**src/rtl/write_pointer_full_generate_if.sv**
```systemverilog
// rtl/write_pointer_full_generate_if.sv - write-side FIFO pointer/flag bundle
interface write_pointer_full_generate_if #(
    parameter int address_size = 4
);
    logic                    write_inc;
    logic [address_size:0]   read_gray_pointer;
    logic                    overflow_clear;
    logic [address_size-1:0] write_address;
    logic [address_size:0]   write_gray_pointer;
    logic                    write_ram_enable;
    logic                    write_full;
    logic                    write_almost_full;
    logic [address_size:0]   write_level;
    logic                    write_overflow;

    modport master (
        output write_inc,
        output read_gray_pointer,
        output overflow_clear,
        input  write_address,
        input  write_gray_pointer,
        input  write_ram_enable,
        input  write_full,
        input  write_almost_full,
        input  write_level,
        input  write_overflow
    );

    modport slave (
        input  write_inc,
        input  read_gray_pointer,
        input  overflow_clear,
        output write_address,
        output write_gray_pointer,
        output write_ram_enable,
        output write_full,
        output write_almost_full,
        output write_level,
        output write_overflow
    );
endinterface

```
**src/rtl/write_pointer_full_generate.sv**
```systemverilog
// rtl/write_pointer_full_generate.sv - async FIFO write pointer, full/almost-full/level/overflow flags
module write_pointer_full_generate #(
    parameter int address_size       = 4,
    parameter int almost_full_margin = 2
) (
    input  logic write_clk,
    input  logic write_reset,
    write_pointer_full_generate_if.slave bus
);
    localparam int pw    = address_size + 1;
    localparam int depth = 1 << address_size;
    localparam logic [pw-1:0] almost_threshold = pw'(depth - almost_full_margin);

    logic [pw-1:0] wbin;
    logic [pw-1:0] wgray;
    logic [pw-1:0] wbin_next;
    logic [pw-1:0] wgray_next;
    logic [pw-1:0] rq1;
    logic [pw-1:0] rq2;
    logic [pw-1:0] rbin_sync;
    logic [pw-1:0] level_next;
    logic [pw-1:0] full_target;
    logic [pw-1:0] level_q;
    logic          full_q;
    logic          almost_full_q;
    logic          overflow_q;
    logic          accept;

    function automatic logic [pw-1:0] gray_to_bin(input logic [pw-1:0] g);
        logic [pw-1:0] b;
        b[pw-1] = g[pw-1];
        for (int i = pw - 2; i >= 0; i--) begin
            b[i] = b[i+1] ^ g[i];
        end
        return b;
    endfunction

    assign accept      = bus.write_inc & ~full_q;
    assign wbin_next   = wbin + pw'(accept);
    assign wgray_next  = (wbin_next >> 1) ^ wbin_next;
    assign rbin_sync   = gray_to_bin(rq2);
    assign level_next  = wbin_next - rbin_sync;
    // Full when the write pointer has lapped the read pointer once: top two Gray bits inverted.
    assign full_target = {~rq2[pw-1:pw-2], rq2[pw-3:0]};

    always_ff @(posedge write_clk or negedge write_reset) begin
        if (!write_reset) begin
            rq1 <= '0;
            rq2 <= '0;
        end else begin
            rq1 <= bus.read_gray_pointer;
            rq2 <= rq1;
        end
    end

    always_ff @(posedge write_clk or negedge write_reset) begin
        if (!write_reset) begin
            wbin          <= '0;
            wgray         <= '0;
            full_q        <= 1'b0;
            almost_full_q <= 1'b0;
            level_q       <= '0;
        end else begin
            wbin          <= wbin_next;
            wgray         <= wgray_next;
            full_q        <= (wgray_next == full_target);
            almost_full_q <= (level_next >= almost_threshold);
            level_q       <= level_next;
        end
    end

    // Set has priority over clear so a same-cycle overflow is never lost.
    always_ff @(posedge write_clk or negedge write_reset) begin
        if (!write_reset) begin
            overflow_q <= 1'b0;
        end else if (bus.write_inc && full_q) begin
            overflow_q <= 1'b1;
        end else if (bus.overflow_clear) begin
            overflow_q <= 1'b0;
        end
    end

    assign bus.write_address      = wbin[address_size-1:0];
    assign bus.write_gray_pointer = wgray;
    assign bus.write_ram_enable   = accept;
    assign bus.write_full         = full_q;
    assign bus.write_almost_full  = almost_full_q;
    assign bus.write_level        = level_q;
    assign bus.write_overflow     = overflow_q;
endmodule

```
**src/flat_wrapper.sv**
```systemverilog
// flat-port wrapper written by rule: the top's interface ports become plain ports
module write_pointer_full_generate_flat 
#(
    parameter int address_size       = 4,
    parameter int almost_full_margin = 2
)
  (write_clk, write_reset, bus_write_inc, bus_read_gray_pointer, bus_overflow_clear, bus_write_address, bus_write_gray_pointer, bus_write_ram_enable, bus_write_full, bus_write_almost_full, bus_write_level, bus_write_overflow);
  write_pointer_full_generate_if #(.address_size(address_size)) bus_i ();
  input  logic write_clk;
  input  logic write_reset;
  input wire logic [$bits(bus_i.write_inc)-1:0] bus_write_inc;
  input wire logic [$bits(bus_i.read_gray_pointer)-1:0] bus_read_gray_pointer;
  input wire logic [$bits(bus_i.overflow_clear)-1:0] bus_overflow_clear;
  output wire logic [$bits(bus_i.write_address)-1:0] bus_write_address;
  output wire logic [$bits(bus_i.write_gray_pointer)-1:0] bus_write_gray_pointer;
  output wire logic [$bits(bus_i.write_ram_enable)-1:0] bus_write_ram_enable;
  output wire logic [$bits(bus_i.write_full)-1:0] bus_write_full;
  output wire logic [$bits(bus_i.write_almost_full)-1:0] bus_write_almost_full;
  output wire logic [$bits(bus_i.write_level)-1:0] bus_write_level;
  output wire logic [$bits(bus_i.write_overflow)-1:0] bus_write_overflow;
  assign bus_i.write_inc = bus_write_inc;
  assign bus_i.read_gray_pointer = bus_read_gray_pointer;
  assign bus_i.overflow_clear = bus_overflow_clear;
  assign bus_write_address = bus_i.write_address;
  assign bus_write_gray_pointer = bus_i.write_gray_pointer;
  assign bus_write_ram_enable = bus_i.write_ram_enable;
  assign bus_write_full = bus_i.write_full;
  assign bus_write_almost_full = bus_i.write_almost_full;
  assign bus_write_level = bus_i.write_level;
  assign bus_write_overflow = bus_i.write_overflow;
  write_pointer_full_generate #(.address_size(address_size), .almost_full_margin(almost_full_margin)) u_core (.write_clk(write_clk), .write_reset(write_reset), .bus(bus_i));
endmodule
```
**config.mk**
```make
export PLATFORM = sky130hd
export DESIGN_NAME = write_pointer_full_generate_flat
export DESIGN_NICKNAME = d
export VERILOG_FILES = /design/src/rtl/write_pointer_full_generate_if.sv /design/src/rtl/write_pointer_full_generate.sv /design/src/flat_wrapper.sv
export SDC_FILE = /design/constraint.sdc
export NUM_CORES = 1
export LEC_CHECK = 0
export CAP_MARGIN = 20
export CORE_MARGIN = 5
export CORE_UTILIZATION = 49
export CTS_CLUSTER_DIAMETER = 30
export DETAILED_ROUTE_END_ITERATION = 10
export GPL_TIMING_DRIVEN = 0
export PLACE_DENSITY = 0.89
export SYNTH_ARGS = -nofsm -noshare
export SYNTH_HDL_FRONTEND = slang
export SYNTH_SLANG_ARGS = --single-unit
```
**constraint.sdc**
```tcl
create_clock -name write_clk -period 3.05 [get_ports write_clk]
set_clock_uncertainty 0.1 [all_clocks]
set_input_delay 0.305 -clock write_clk [delete_from_list [all_inputs] [get_ports write_clk]]
set_output_delay 0.305 -clock write_clk [all_outputs]
set_load 0.005 [all_outputs]
```
### After elaboration in Yosys (flattened, before gate mapping)

Cells that the tools add are included.
W data, S select, Z words.

* equal/unequal tests: 1
* reduce and logical (&&, ||, !) cells: 2
* muxes and demuxes: 2
* add/sub/neg operators: 2
* bitwise gates (word level): 8
* $lt $le $gt $ge: 1

Operators with widths (count)
* $add A5 B1 Y5: 1
* $eq A5 B5 Y1: 1
* $ge A5 B4 Y1 const B: 1
* $sub A5 B5 Y5: 1
* $xor A4 B5 Y5: 1
* $xor A1 B1 Y1: 4
* $mux W1: 2
* $not A2 Y2: 1
* $reduce_bool A2 Y1: 1
* $and A1 B1 Y1: 1
* $logic_and A1 B1 Y1: 1
* $not A1 Y1: 1

* word-level logic and storage cells: 24
* output and inout port bits: 18
* input bits: 9
* bits in registers: 28

### Logic depth before layout (Yosys ltp)

* depth after elaboration: 6
* mapped depth: 10
* gate-level depth less buffers: 10

### Worst setup path before layout

OpenSTA, ideal clock, no wires.

* path kind: register -> register
* start point: register u_core.rq2[4]
* end point: register u_core.almost_full_q, in the netlist u_core.bus.write_almost_full
* cell stages (with the launch flop): 11
* arrival: 2272 ps
* period minus slack after synthesis: 2521 ps
* path slack: 529 ps
* required time: 2801 ps
* library setup time: 149 ps
* buffers on the path: 0
* cell sequence: dfrtp_1 > xnor2_2 > xor2_2 > xor2_1 > xnor2_1 > ha_1 > fa_1 > nand2b_1 > a21boi_0 > or3_1 > o311ai_0

* cells in the longest elaborated chain, start to end: 6

RTL lines
* start: declaration: RTL line write_pointer_full_generate.sv:19 `logic [pw-1:0] rq2;`
* start signal: assignment: RTL line write_pointer_full_generate.sv:52 `rq2 <= rq1;`
* $xor A1 B1 Y1 (4 in series): RTL line write_pointer_full_generate.sv:33 `b[i] = b[i+1] ^ g[i];`
* $sub A5 B5 Y5 *: RTL line write_pointer_full_generate.sv:42 `assign level_next = wbin_next - rbin_sync;`
* $ge A5 B4 Y1 *: RTL line write_pointer_full_generate.sv:67 `almost_full_q <= (level_next >= almost_threshold);`
* end signal: assignment: RTL line write_pointer_full_generate.sv:67
* end: declaration: RTL line write_pointer_full_generate.sv:25 `logic almost_full_q;`

Mark *: on every way between the ends. The rest lies on a longest branch, timed or not.
A chain may end at the register's enable or synchronous reset.

### Final worst setup path

* start point: input port bus_write_inc
* end point: register u_core.almost_full_q, in the netlist u_core.bus.write_almost_full

* cells in the longest elaborated chain, start to end: 4

RTL lines
* start: declaration: RTL line flat_wrapper.sv:11 `input wire logic [$bits(bus_i.write_inc)-1:0] bus_write_inc;`
* $and A1 B1 Y1: RTL line write_pointer_full_generate.sv:38 `assign accept = bus.write_inc & ~full_q;`
* $add A5 B1 Y5: RTL line write_pointer_full_generate.sv:39 `assign wbin_next = wbin + pw'(accept);`
* net u_core.wbin_next[2]: RTL line write_pointer_full_generate.sv:16 `logic [pw-1:0] wbin_next;`
* $sub A5 B5 Y5: RTL line write_pointer_full_generate.sv:42
* $ge A5 B4 Y1: RTL line write_pointer_full_generate.sv:67

The timed path passes the listed nets, and every way through them passes these cells.

==> reports/results.txt <==
For the post-layout instance area, the log shows 0.001578 sq mm. The run gives 0 as the number of warnings issued by yosys. The initialized floorplan defines 18 standard-cell rows.

The tools report the clock sink total as 27. In this run, post-CTS hold repair placed 0 buffers. Number of violations of the max-capacitance limit: 0. The run finished with clean final reports. The number of max-slew violations in the final report was 0; the cell total after placement was 149.

For the final design utilization, the log shows 64.87%. The run gives 2.053 mm as the total routed wirelength. The final setup slack of the worst path came out at 0.1793 ns.

The first global-routing pass estimated 3.470 mm of wire. The global-route total usage across every layer is 13.33%. Measured against its own limit, the worst slew margin works out to 65.05%.

Each instance of the synthesized netlist takes up on average 13.25 sq um. The die height is 59.87 um. In this run the biggest area consumer among cell types represents 55.44% of the synthesized area.

STA classifies the critical path endpoint as a flop. For the initial antenna violation count, the log shows 0. Sequential elements use 55.44% of the synthesized area. The synthesized design contains 27 register bits.

Top cell type by total area after synthesis: dfrtp_1. In the synthesized netlist, the number of instances is 92. The tools report the maximum level of the CTS H-tree as 1. Post-layout minimum cycle time: 2.871 ns. The logs give 1.728% for the global routing usage on met3 and 108 for the net count of the mapped netlist. In this run the count of I/O pins placed on the die edge is 27. The logs give 0 ns for the accumulated negative setup slack and 0.001531 sq mm for the post-placement cell area. Global routing used 23.46% of the available met2 tracks. The worst setup path is launched from an input pin. The logs give 14.83% for the met1 track demand over resource in global routing and 1.661 mm for the estimated wirelength of the detail-placed design. Of the cells placed in the final design, the portion with a size suffix greater than 1 is 10.57%.

The run gives 2.96 ns as the arrival time at the worst endpoint. The final net count is 140, and the placeable core region is 0.002432 sq mm. Clock-pin slew was measured on the worst setup and hold paths at 0.14 ns. The logs give 17 for the maximum number of pins on one net before global-route repair and 773 for the via count. The tools report the die area as 0.003584 sq mm.

The setup path with the least slack is of type input pin to flop. Clock root buffer: clkbuf_4. The detail route stage leaves a number of antenna-violating nets equal to 0.

The final instance count without filler cells is 153, and the mean routed wirelength per cell is 13.42 um. The run gives 0 as the final count of hold timing violations. For this block, the initial DRC count from the detailed router was 8. OpenSTA, run right after detailed placement, puts the worst setup slack at -0.1240 ns. In the routed design, unresolved DRC markers number 0. Before antenna repair, the detailed router went through 4 iterations. At the later pin of the worst-skew pair, clock insertion delay measures 0.31 ns. The part of the cycle the worst path needs was 94.12%; the synthesis-to-finish area growth was 29.47%.

The highest fanout seen on the critical path works out to 7. For the total congestion overflow after global routing, the log shows 0. The tightest min-delay check is of the input pin to async pin type.

The average vias per placed instance was 5.052. Sorting the synthesized cells by area gives the leading types as dfrtp_1 55%, xnor2_1 9.3%, ha_1 6.2%. Counting the buffers created by CTS gives 3. The peak ir drop on the vdd network was 0.0006368 V; the antenna diode count was 0. The post-CTS resize count is 0.

The overall power after layout is 1.730 mW, and the fill cell instance count of the final layout is 183. Summing every instance area after synthesis gives 0.001219 sq mm. For this configuration, the core starts out at a cell density of 50.10%.

Setup violations remaining at the end of the flow were counted as 0. Counting distinct cell types in the post-synthesis netlist gives 30. Final hold slack: 0.2196 ns.

The number of global-route vias before repair is 785. For this design the ratio of total power to cell area is 1096 mW/mm^2. The post-CTS setup-driven buffer insertion count was 0; the fmax was 348.4 MHz. The congestion estimate from routability-driven global placement came to 0.7939.

The clock passes through at most 2 buffers. Input and output buffers added on the ports amount to 26. Setup repair after global routing left no endpoint under its margin.

TritonCTS built the clock tree. The transition time at the pin with the least slew margin was 0.5226 ns; the leakage power was 0.6871 nW. The layer with the highest usage after global routing was met2.

The die width is 59.87 um. For the worst setup path, the data required time is 3.14 ns.
-- cell usage in the layout (no fill, tap or decap), drive strengths merged --
master	instances
a2bb2oi	1
xnor3	1
nor2b	3
or3	1
nand2b	2
nor4	1
nand3	1
a21boi	2
and2b	1
o311ai	1
a211oi	1
ha	6
o211ai	1
clkbuf	5
clkdlybuf4s50	26
xnor2	14
inv	8
xor3	1
nor3b	1
nand2	4
nor2	1
o21ai	3
nand4	1
and4b	1
xor2	5
a21oi	1
fa	1
buf	2
dfrtp	27
-- cells in the mapped netlist (all sizes together) --
cell	number
nor3b	1
nor4	1
xnor2	14
a211oi	1
o211ai	1
ha	6
fa	1
o311ai	1
nor2	1
nor2b	3
dfrtp	27
a21oi	1
and2b	1
and4b	1
clkbuf	1
or3	1
a21boi	2
buf	1
nand4	1
nand2	4
a2bb2oi	1
xnor3	1
xor2	5
nand2b	2
o21ai	3
inv	8
xor3	1
nand3	1
-- worst paths after layout --
kind,from,endpoint,slack [ns],cells after the start
hold reg to reg,u_core.rq1[1]$_DFF_PN0_,u_core.rq2[1]$_DFF_PN0_,0.26,0
max in group asynchronous,write_reset,u_core.rq1[1]$_DFF_PN0_,2.14,2
setup / recovery,bus_write_inc,u_core.bus.write_almost_full$_DFF_PN0_,0.18,11
min in group write_clk,u_core.rq1[1]$_DFF_PN0_,u_core.rq2[1]$_DFF_PN0_,0.26,0
setup reg to reg,u_core.rq2[4]$_DFF_PN0_,u_core.bus.write_almost_full$_DFF_PN0_,0.20,10
hold / removal,write_reset,u_core.wbin[0]$_DFF_PN0_,0.22,1
-- layout make-up --
cell class | count | area [sq um] | area share, %
timing repair buffer | 27 | 275.3 | 17.45
multi-input combinational | 55 | 523.0 | 33.15
clock buffer | 4 | 26.28 | 1.665
tap | 30 | 37.54 | 2.379
inverter | 8 | 30.03 | 1.903
sequential | 27 | 675.6 | 42.82
buffer | 2 | 10.01 | 0.6344
-- worst max-delay path, cell delays in order --
cell and delay [ns]:
clkdlybuf4s50_1 0.47, nor2b_1 0.32, ha_1 0.34, nand2_1 0.10
xor2_1 0.29, inv_1 0.12, ha_1 0.35, nand2b_1 0.09
a21boi_0 0.11, or3_1 0.34, o311ai_0 0.11
-- state kept, by name, summed over array words and instances (netlist names) --
signal                         count
u_core.wbin                        5
u_core.bus.write_full              1
u_core.bus.write_almost_full       1
u_core.rq1                         5
u_core.bus.write_gray_pointer      4
u_core.rq2                         5
u_core.bus.write_overflow          1
u_core.bus.write_level             5
-- power breakdown --
part	internal [mW]	switching, mW	total (mW)
Clock	0.0510	0.0948	0.146
Combinational	0.566	0.461	1.03
Sequential	0.490	0.0677	0.557
Total	1.11	0.623	1.73
-- cells by family after synthesis --
| group | Yosys count | synth area share, % |
|---|---|---|
| compound gates | 10 | 5.954 |
| xor+xnor | 21 | 18.69 |
| fa+ha+maj | 7 | 7.803 |
| buf+inv | 10 | 3.285 |
| flops | 27 | 55.44 |
| simple gates | 17 | 8.829 |
-- routing by layer --
| layer | share of wire [%] | routed length (um) |
|---|---|---|
| met1 | 40 | 818 |
| met2 | 51 | 1053 |
| met3 | 5.5 | 112 |
| met4 | 3.3 | 68 |
| met5 | 0 | 0 |
Power figures use the tool's default switching activity.
